**config.mk**
```make
export PLATFORM = sky130hd
export DESIGN_NAME = mmio_timer_led_flat
export DESIGN_NICKNAME = d
export VERILOG_FILES = /design/src/rtl/mmio_timer_led_if.sv /design/src/rtl/mmio_timer_led.sv /design/src/flat_wrapper.sv
export SDC_FILE = /design/constraint.sdc
export NUM_CORES = 1
export LEC_CHECK = 0
export BUFFER_PORTS_ARGS = -buffer_cell sky130_fd_sc_hd__buf_2
export CAP_MARGIN = 20
export CELL_PAD_IN_SITES_DETAIL_PLACEMENT = 2
export CELL_PAD_IN_SITES_GLOBAL_PLACEMENT = 2
export CORE_ASPECT_RATIO = 1.25
export CORE_MARGIN = 1.5
export CORE_UTILIZATION = 32
export DETAILED_ROUTE_END_ITERATION = 16
export HOLD_SLACK_MARGIN = 0.03
export PLACE_DENSITY = 0.79
export SYNTH_ARGS = -nofsm -noshare
export SYNTH_HDL_FRONTEND = slang
export SYNTH_SLANG_ARGS = --single-unit
```
**constraint.sdc**
```tcl
create_clock -name clk -period 2.1 [get_ports clk]
set_input_delay 0.21 -clock clk [delete_from_list [all_inputs] [get_ports clk]]
set_output_delay 0.21 -clock clk [all_outputs]
set_load 0.05 [all_outputs]
```
**src/rtl/mmio_timer_led_if.sv**
```systemverilog
// CPU data-bus signals seen by the timer/LED responder.
// The master drives the request and the slave returns registered read data and a bus-error pulse.
interface mmio_timer_led_if;
    logic        rw;
    logic [63:0] addr;
    logic [63:0] write;
    logic [63:0] read;
    logic        exception;

    modport master (
        output rw,
        output addr,
        output write,
        input  read,
        input  exception
    );

    modport slave (
        input  rw,
        input  addr,
        input  write,
        output read,
        output exception
    );
endinterface

```
**src/rtl/mmio_timer_led.sv**
```systemverilog
// MMIO responder: 8-bit LED register, prescaled 64-bit tick counter with compare/auto-reload, sticky match.
// Optional macro TIMER_IRQ_EN adds CTRL.IRQEN storage and drives irq; without it, irq is tied low.
module mmio_timer_led #(
    parameter logic [63:0] BASE_ADDR = 64'h0000_0000_0001_0000,
    parameter int unsigned PRESCALE  = 25000
) (
    input  logic               clk,
    input  logic               rst_n,
    mmio_timer_led_if.slave    bus,
    output logic [7:0]         led,
    output logic               irq
);

    localparam logic [5:0] OFF_LED     = 6'h00;
    localparam logic [5:0] OFF_CTRL    = 6'h08;
    localparam logic [5:0] OFF_COUNT   = 6'h10;
    localparam logic [5:0] OFF_COMPARE = 6'h18;
    localparam logic [5:0] OFF_STATUS  = 6'h20;

    localparam int unsigned PW = (PRESCALE > 1) ? $clog2(PRESCALE) : 1;
    localparam logic [PW-1:0] PS_LAST = PW'(PRESCALE - 1);

    logic          hit;
    logic [5:0]    off;
    logic          legal;
    logic          acc_ok;
    logic          acc_err;
    logic          rd_ok;
    logic          wr_led;
    logic          wr_ctrl;
    logic          wr_count;
    logic          wr_compare;
    logic          wr_status;
    logic [63:0]   rd_data;

    logic          ctrl_en;
    logic          ctrl_ar;
    logic          ctrl_ie;
    logic [63:0]   count;
    logic [63:0]   compare;
    logic          match;
    logic [PW-1:0] pre;
    logic          tick;
    logic          cmp_eq;

    // Address decode: only 8-byte aligned offsets up to STATUS are legal inside the window.
    always_comb begin
        hit        = (bus.addr[63:6] == BASE_ADDR[63:6]);
        off        = bus.addr[5:0];
        legal      = (off[2:0] == 3'b000) && (off <= OFF_STATUS);
        acc_ok     = hit && legal;
        acc_err    = hit && !legal;
        rd_ok      = acc_ok && !bus.rw;
        wr_led     = acc_ok && bus.rw && (off == OFF_LED);
        wr_ctrl    = acc_ok && bus.rw && (off == OFF_CTRL);
        wr_count   = acc_ok && bus.rw && (off == OFF_COUNT);
        wr_compare = acc_ok && bus.rw && (off == OFF_COMPARE);
        wr_status  = acc_ok && bus.rw && (off == OFF_STATUS);
    end

    always_comb begin
        rd_data = 64'd0;
        if (rd_ok) begin
            case (off)
                OFF_LED:     rd_data = {56'd0, led};
                OFF_CTRL:    rd_data = {61'd0, ctrl_ie, ctrl_ar, ctrl_en};
                OFF_COUNT:   rd_data = count;
                OFF_COMPARE: rd_data = compare;
                OFF_STATUS:  rd_data = {63'd0, match};
                default:     rd_data = 64'd0;
            endcase
        end
    end

    always_ff @(posedge clk or negedge rst_n) begin
        if (!rst_n) begin
            bus.read      <= 64'd0;
            bus.exception <= 1'b0;
        end else begin
            bus.read      <= rd_data;
            bus.exception <= acc_err;
        end
    end

    always_ff @(posedge clk or negedge rst_n) begin
        if (!rst_n) begin
            led     <= 8'd0;
            ctrl_en <= 1'b0;
            ctrl_ar <= 1'b0;
            compare <= '1;
        end else begin
            if (wr_led)     led     <= bus.write[7:0];
            if (wr_compare) compare <= bus.write;
            if (wr_ctrl) begin
                ctrl_en <= bus.write[0];
                ctrl_ar <= bus.write[1];
            end
        end
    end

`ifdef TIMER_IRQ_EN
    always_ff @(posedge clk or negedge rst_n) begin
        if (!rst_n) begin
            ctrl_ie <= 1'b0;
        end else if (wr_ctrl) begin
            ctrl_ie <= bus.write[2];
        end
    end
`else
    assign ctrl_ie = 1'b0;
`endif

    assign tick   = ctrl_en && (pre == PS_LAST);
    assign cmp_eq = (count == compare);

    // A CTRL write that drops EN restarts the prescaler so re-enabling gives a full first period.
    always_ff @(posedge clk or negedge rst_n) begin
        if (!rst_n) begin
            pre <= '0;
        end else if (wr_ctrl && !bus.write[0]) begin
            pre <= '0;
        end else if (!ctrl_en || tick) begin
            pre <= '0;
        end else begin
            pre <= pre + PW'(1);
        end
    end

    always_ff @(posedge clk or negedge rst_n) begin
        if (!rst_n) begin
            count <= 64'd0;
        end else if (wr_count) begin
            count <= bus.write;
        end else if (tick) begin
            if (cmp_eq && ctrl_ar) count <= 64'd0;
            else                   count <= count + 64'd1;
        end
    end

    // A match on this tick wins over a same-cycle write-1-to-clear.
    always_ff @(posedge clk or negedge rst_n) begin
        if (!rst_n) begin
            match <= 1'b0;
        end else if (tick && cmp_eq) begin
            match <= 1'b1;
        end else if (wr_status && bus.write[0]) begin
            match <= 1'b0;
        end
    end

`ifdef TIMER_IRQ_EN
    always_ff @(posedge clk or negedge rst_n) begin
        if (!rst_n) begin
            irq <= 1'b0;
        end else begin
            irq <= match && ctrl_ie;
        end
    end
`else
    assign irq = 1'b0;
`endif

endmodule

```
**src/flat_wrapper.sv**
```systemverilog
// flat-port wrapper written by rule: the top's interface ports become plain ports
module mmio_timer_led_flat 
#(
    parameter logic [63:0] BASE_ADDR = 64'h0000_0000_0001_0000,
    parameter int unsigned PRESCALE  = 25000
)
  (clk, rst_n, led, irq, bus_rw, bus_addr, bus_write, bus_read, bus_exception);
  mmio_timer_led_if bus_i ();
  input  logic clk;
  input  logic rst_n;
  output logic [7:0] led;
  output logic irq;
  input wire logic [$bits(bus_i.rw)-1:0] bus_rw;
  input wire logic [$bits(bus_i.addr)-1:0] bus_addr;
  input wire logic [$bits(bus_i.write)-1:0] bus_write;
  output wire logic [$bits(bus_i.read)-1:0] bus_read;
  output wire logic [$bits(bus_i.exception)-1:0] bus_exception;
  assign bus_i.rw = bus_rw;
  assign bus_i.addr = bus_addr;
  assign bus_i.write = bus_write;
  assign bus_read = bus_i.read;
  assign bus_exception = bus_i.exception;
  mmio_timer_led #(.BASE_ADDR(BASE_ADDR), .PRESCALE(PRESCALE)) u_core (.clk(clk), .rst_n(rst_n), .bus(bus_i), .led(led), .irq(irq));
endmodule
```
==> results.py <==
metrics = {
    "status": {
        "run_status": "finished, violations left",
        "failed_checks": "setup timing",
    },
    "floorplanning": {
        "boundaryPins": 205,
        "die_y_um": 217,
        "fp.dieArea_um2": 37900,
        "initial_utilization_pct": 32.5,
        "core.rowCount": 78,
        "coreArea_um2": 36200,
        "die_w_um": 174,
    },
    "timing": {
        "fin_worst_skew_ps": 23.5,
        "fin_crit_sh_pct": 151,
        "fmax_mhz": 315,
        "max_slew_margin_pct": 45.6,
        "post_layout_worst_setup_margin_ps": -1080,
        "final_critical_period_ps": 3180,
        "worst_slew_pin_slew_ps": 813,
        "finalHoldViolations": 0,
        "rsz0062_at_grt": "true",
        "setup_violations": 65,
        "final-max-slew-violation-count": 0,
    },
    "finish": {
        "finish.cell_count_without_fillers": 2247,
        "layout-area-overhead-vs-synth_pct": 52.9,
        "most-common-layout-cells": "275 x sky130_fd_sc_hd__buf_4, 202 x sky130_fd_sc_hd__buf_2, 156 x sky130_fd_sc_hd__nor2_1, 152 x sky130_fd_sc_hd__dfrtp_1, 92 x sky130_fd_sc_hd__nand2_1",
        "most_common_library_cell_in_the_layout_ignoring_fill_and_taps": "sky130_fd_sc_hd__buf_4",
        "final_net_count": 1880,
        "final_layout_size_suffix_gt1_share_pct": 47.8,
    },
    "power_and_ir_drop": {
        "power.density_cell_area_nw_per_um2": 524,
        "vdd.ir_drop.worst_uv": 539,
        "leakagePower_nw": 7.78,
        "finalPower_mw": 9.42,
    },
    "synthesis": {
        "postSynthAreaPerCell_um2": 9.40,
        "synth-edff-count": 0,
        "async_reset_ff_share_pct": 100,
        "ys_warn_count": 0,
        "netlist-cell-type-count": 57,
        "synthesis.nets": 1383,
        "post_synth_instance_area_um2": 11800,
        "synth_flop_cell": "sky130_fd_sc_hd__dfrtp_1",
        "yosysTopAreaCellShare_pct": 33.0,
        "post_synth_main_area_contributors": "sky130_fd_sc_hd__dfrtp_1 33%, sky130_fd_sc_hd__dfstp_2 14%, sky130_fd_sc_hd__mux2_2 7.1%",
        "synth_top_area_cell": "sky130_fd_sc_hd__dfrtp_1",
        "ys_ff_latch": 219,
        "ys_seq_area_share_pct": 47.3,
        "syn-instance-count": 1250,
    },
    "clock_tree": {
        "htree_depth": 1,
        "cts_buffer_depth": 3,
        "clk_latency_ps": 560,
        "cts_sinks": 219,
        "root_buffer": "sky130_fd_sc_hd__clkbuf_16",
        "tritoncts.num_buffers": 26,
        "tritoncts": "yes",
        "cts.clk_slew.worst_paths_ps": 80,
    },
    "placed_design": {
        "numPlacedInstances": 2117,
        "port_buffers": 203,
        "routabilityCongestion": 0.861,
        "dpl.hpwl_um": 40800,
        "preCtsSetupSlack_ps": -936,
    },
    "grt": {
        "grt_remaining_overflow": 0,
        "global_route.usage.total_pct": 36.7,
        "via_count_of_the_first_global_routing_pass": 15600,
        "grt_antenna_before_repair": 2,
        "grt_pass1_wl_um": 105000,
        "maximum_number_of_pins_on_one_net_before_global_route_repair": 67,
    },
    "drt": {
        "drt_first_iter_violations": 1203,
        "via_per_inst": 6.26,
        "route.antenna.remaining_nets": 0,
        "drt-total-wl_um": 76200,
        "dr_total_vias": 14100,
        "drt_drc_violations_left": 0,
        "wire_length_per_cell_um": 33.9,
        "drt_pass1_iterations": 5,
    },
    "setup_path": {
        "cp.arrival_ps": 3600,
        "cp_max_fo": 13,
        "startpoint_type": "flip-flop",
        "path_class": "reg -> reg",
        "critPathRequiredTime_ps": 2520,
        "end_kind": "flip-flop",
    },
    "flow_run": {
        "max_cap_violations": 0,
    },
    "worst_hold_path": {
        "hold_path_class": "in -> reg",
    },
}
registers in the layout (all words and copies together), names as in the netlist:
| register | cells |
|---|---|
| u_core.bus.exception | 1 |
| u_core.bus.read | 64 |
| u_core.compare | 64 |
| u_core.count | 64 |
| u_core.ctrl_ar | 1 |
| u_core.ctrl_en | 1 |
| u_core.led | 8 |
| u_core.match | 1 |
| u_core.pre | 15 |
layout make-up:
cell class | count | area (µm²)
well taps | 480 | 601
multi-input cells | 916 | 6600
fillers | 3741 | 18200
flip-flops and latches | 219 | 5560
inverters | 7 | 26.3
clock inverters | 11 | 65.1
repair buffers | 577 | 4320
diodes | 1 | 2.50
clock buffers | 36 | 779
repair_timing:
item	CTS	global route
hold buffers	64	0
setup endpoints to repair	65	140
resized for setup	94	76
hold endpoints to repair	205	0
setup buffers	9	7
cloned	2	1
pin swaps	17	18
kinds of logic after synthesis:
family | synth area share (%)
fa+ha+maj | 0.213
mux | 7.26
xor+xnor | 5.96
compound gates | 14.9
buf+inv | 4.01
flops | 47.3
simple gates | 20.3
other cells | 0.0319
worst paths after layout:
| check | slack [ps] | end | depth (start not counted) | startpoint |
|---|---|---|---|---|
| hold reg to reg | 530 | u_core.pre[0] | 2 | u_core.pre[0] |
| setup / recovery | -1080 | u_core.count[52] | 11 | u_core.compare[49] |
| min in group asynchronous | 160 | u_core.bus.read[6] | 2 | rst_n |
| max in group asynchronous | 1040 | u_core.compare[28] | 3 | rst_n |
| setup reg to reg | -1080 | u_core.count[52] | 11 | u_core.compare[49] |
| hold / removal | 30 | u_core.count[0] | 3 | bus_write[0] |
Yosys cell counts, types with 33 or more instances:
library cell and count:
sky130_fd_sc_hd__nor2_1 157, sky130_fd_sc_hd__dfrtp_1 155, sky130_fd_sc_hd__nand2_1 95, sky130_fd_sc_hd__a22oi_1 81, sky130_fd_sc_hd__clkbuf_1 76, sky130_fd_sc_hd__mux2_2 74, sky130_fd_sc_hd__a21oi_1 71, sky130_fd_sc_hd__xor2_1 71
sky130_fd_sc_hd__dfstp_2 64, sky130_fd_sc_hd__nor4_1 57, sky130_fd_sc_hd__o21ai_0 54, sky130_fd_sc_hd__nor3_1 42, sky130_fd_sc_hd__nand4_1 41, sky130_fd_sc_hd__nand3_1 33
metrics by stage:
step / hold slack [ps] / TNS, ps / cell area (µm²) / util, %
after floorplan: -85.6 / -7960 / 12100 / -
after global placement: 154 / -68140 / 15600 / 43.0
after detailed placement: 160 / -90460 / 15600 / 43.0
after CTS: 49.6 / -29330 / 17500 / 48.4
after global routing: 44.9 / -60710 / 18000 / 49.6
final: 28.1 / -59790 / 18000 / 49.6
worst max-delay path: stages (launching register included):
cell and delay, ps:
sky130_fd_sc_hd__dfstp_2 570, sky130_fd_sc_hd__xor2_1 230, sky130_fd_sc_hd__nor4_1 470, sky130_fd_sc_hd__nand4_1 250, sky130_fd_sc_hd__buf_4 220, sky130_fd_sc_hd__nor4_4 270, sky130_fd_sc_hd__buf_6 180, sky130_fd_sc_hd__buf_6 190
sky130_fd_sc_hd__buf_4 160, sky130_fd_sc_hd__a21oi_1 130, sky130_fd_sc_hd__o21ai_1 230, sky130_fd_sc_hd__a21oi_1 120
per-layer routing:
metal,up-vias,global-route usage (%),share of wire [%]
met4,2,27.3,9.1
met3,436,7.27,8.3
met5,-,0,0.017
li1,5494,-,-
met1,7133,40.1,35
met2,998,63.2,48
report_power, final:
group          switching, mW  internal [mW]
Clock                   2.12           2.59
Sequential                 0           4.22
Combinational          0.277          0.205
Note: power is estimated with default switching activity, not from simulation.
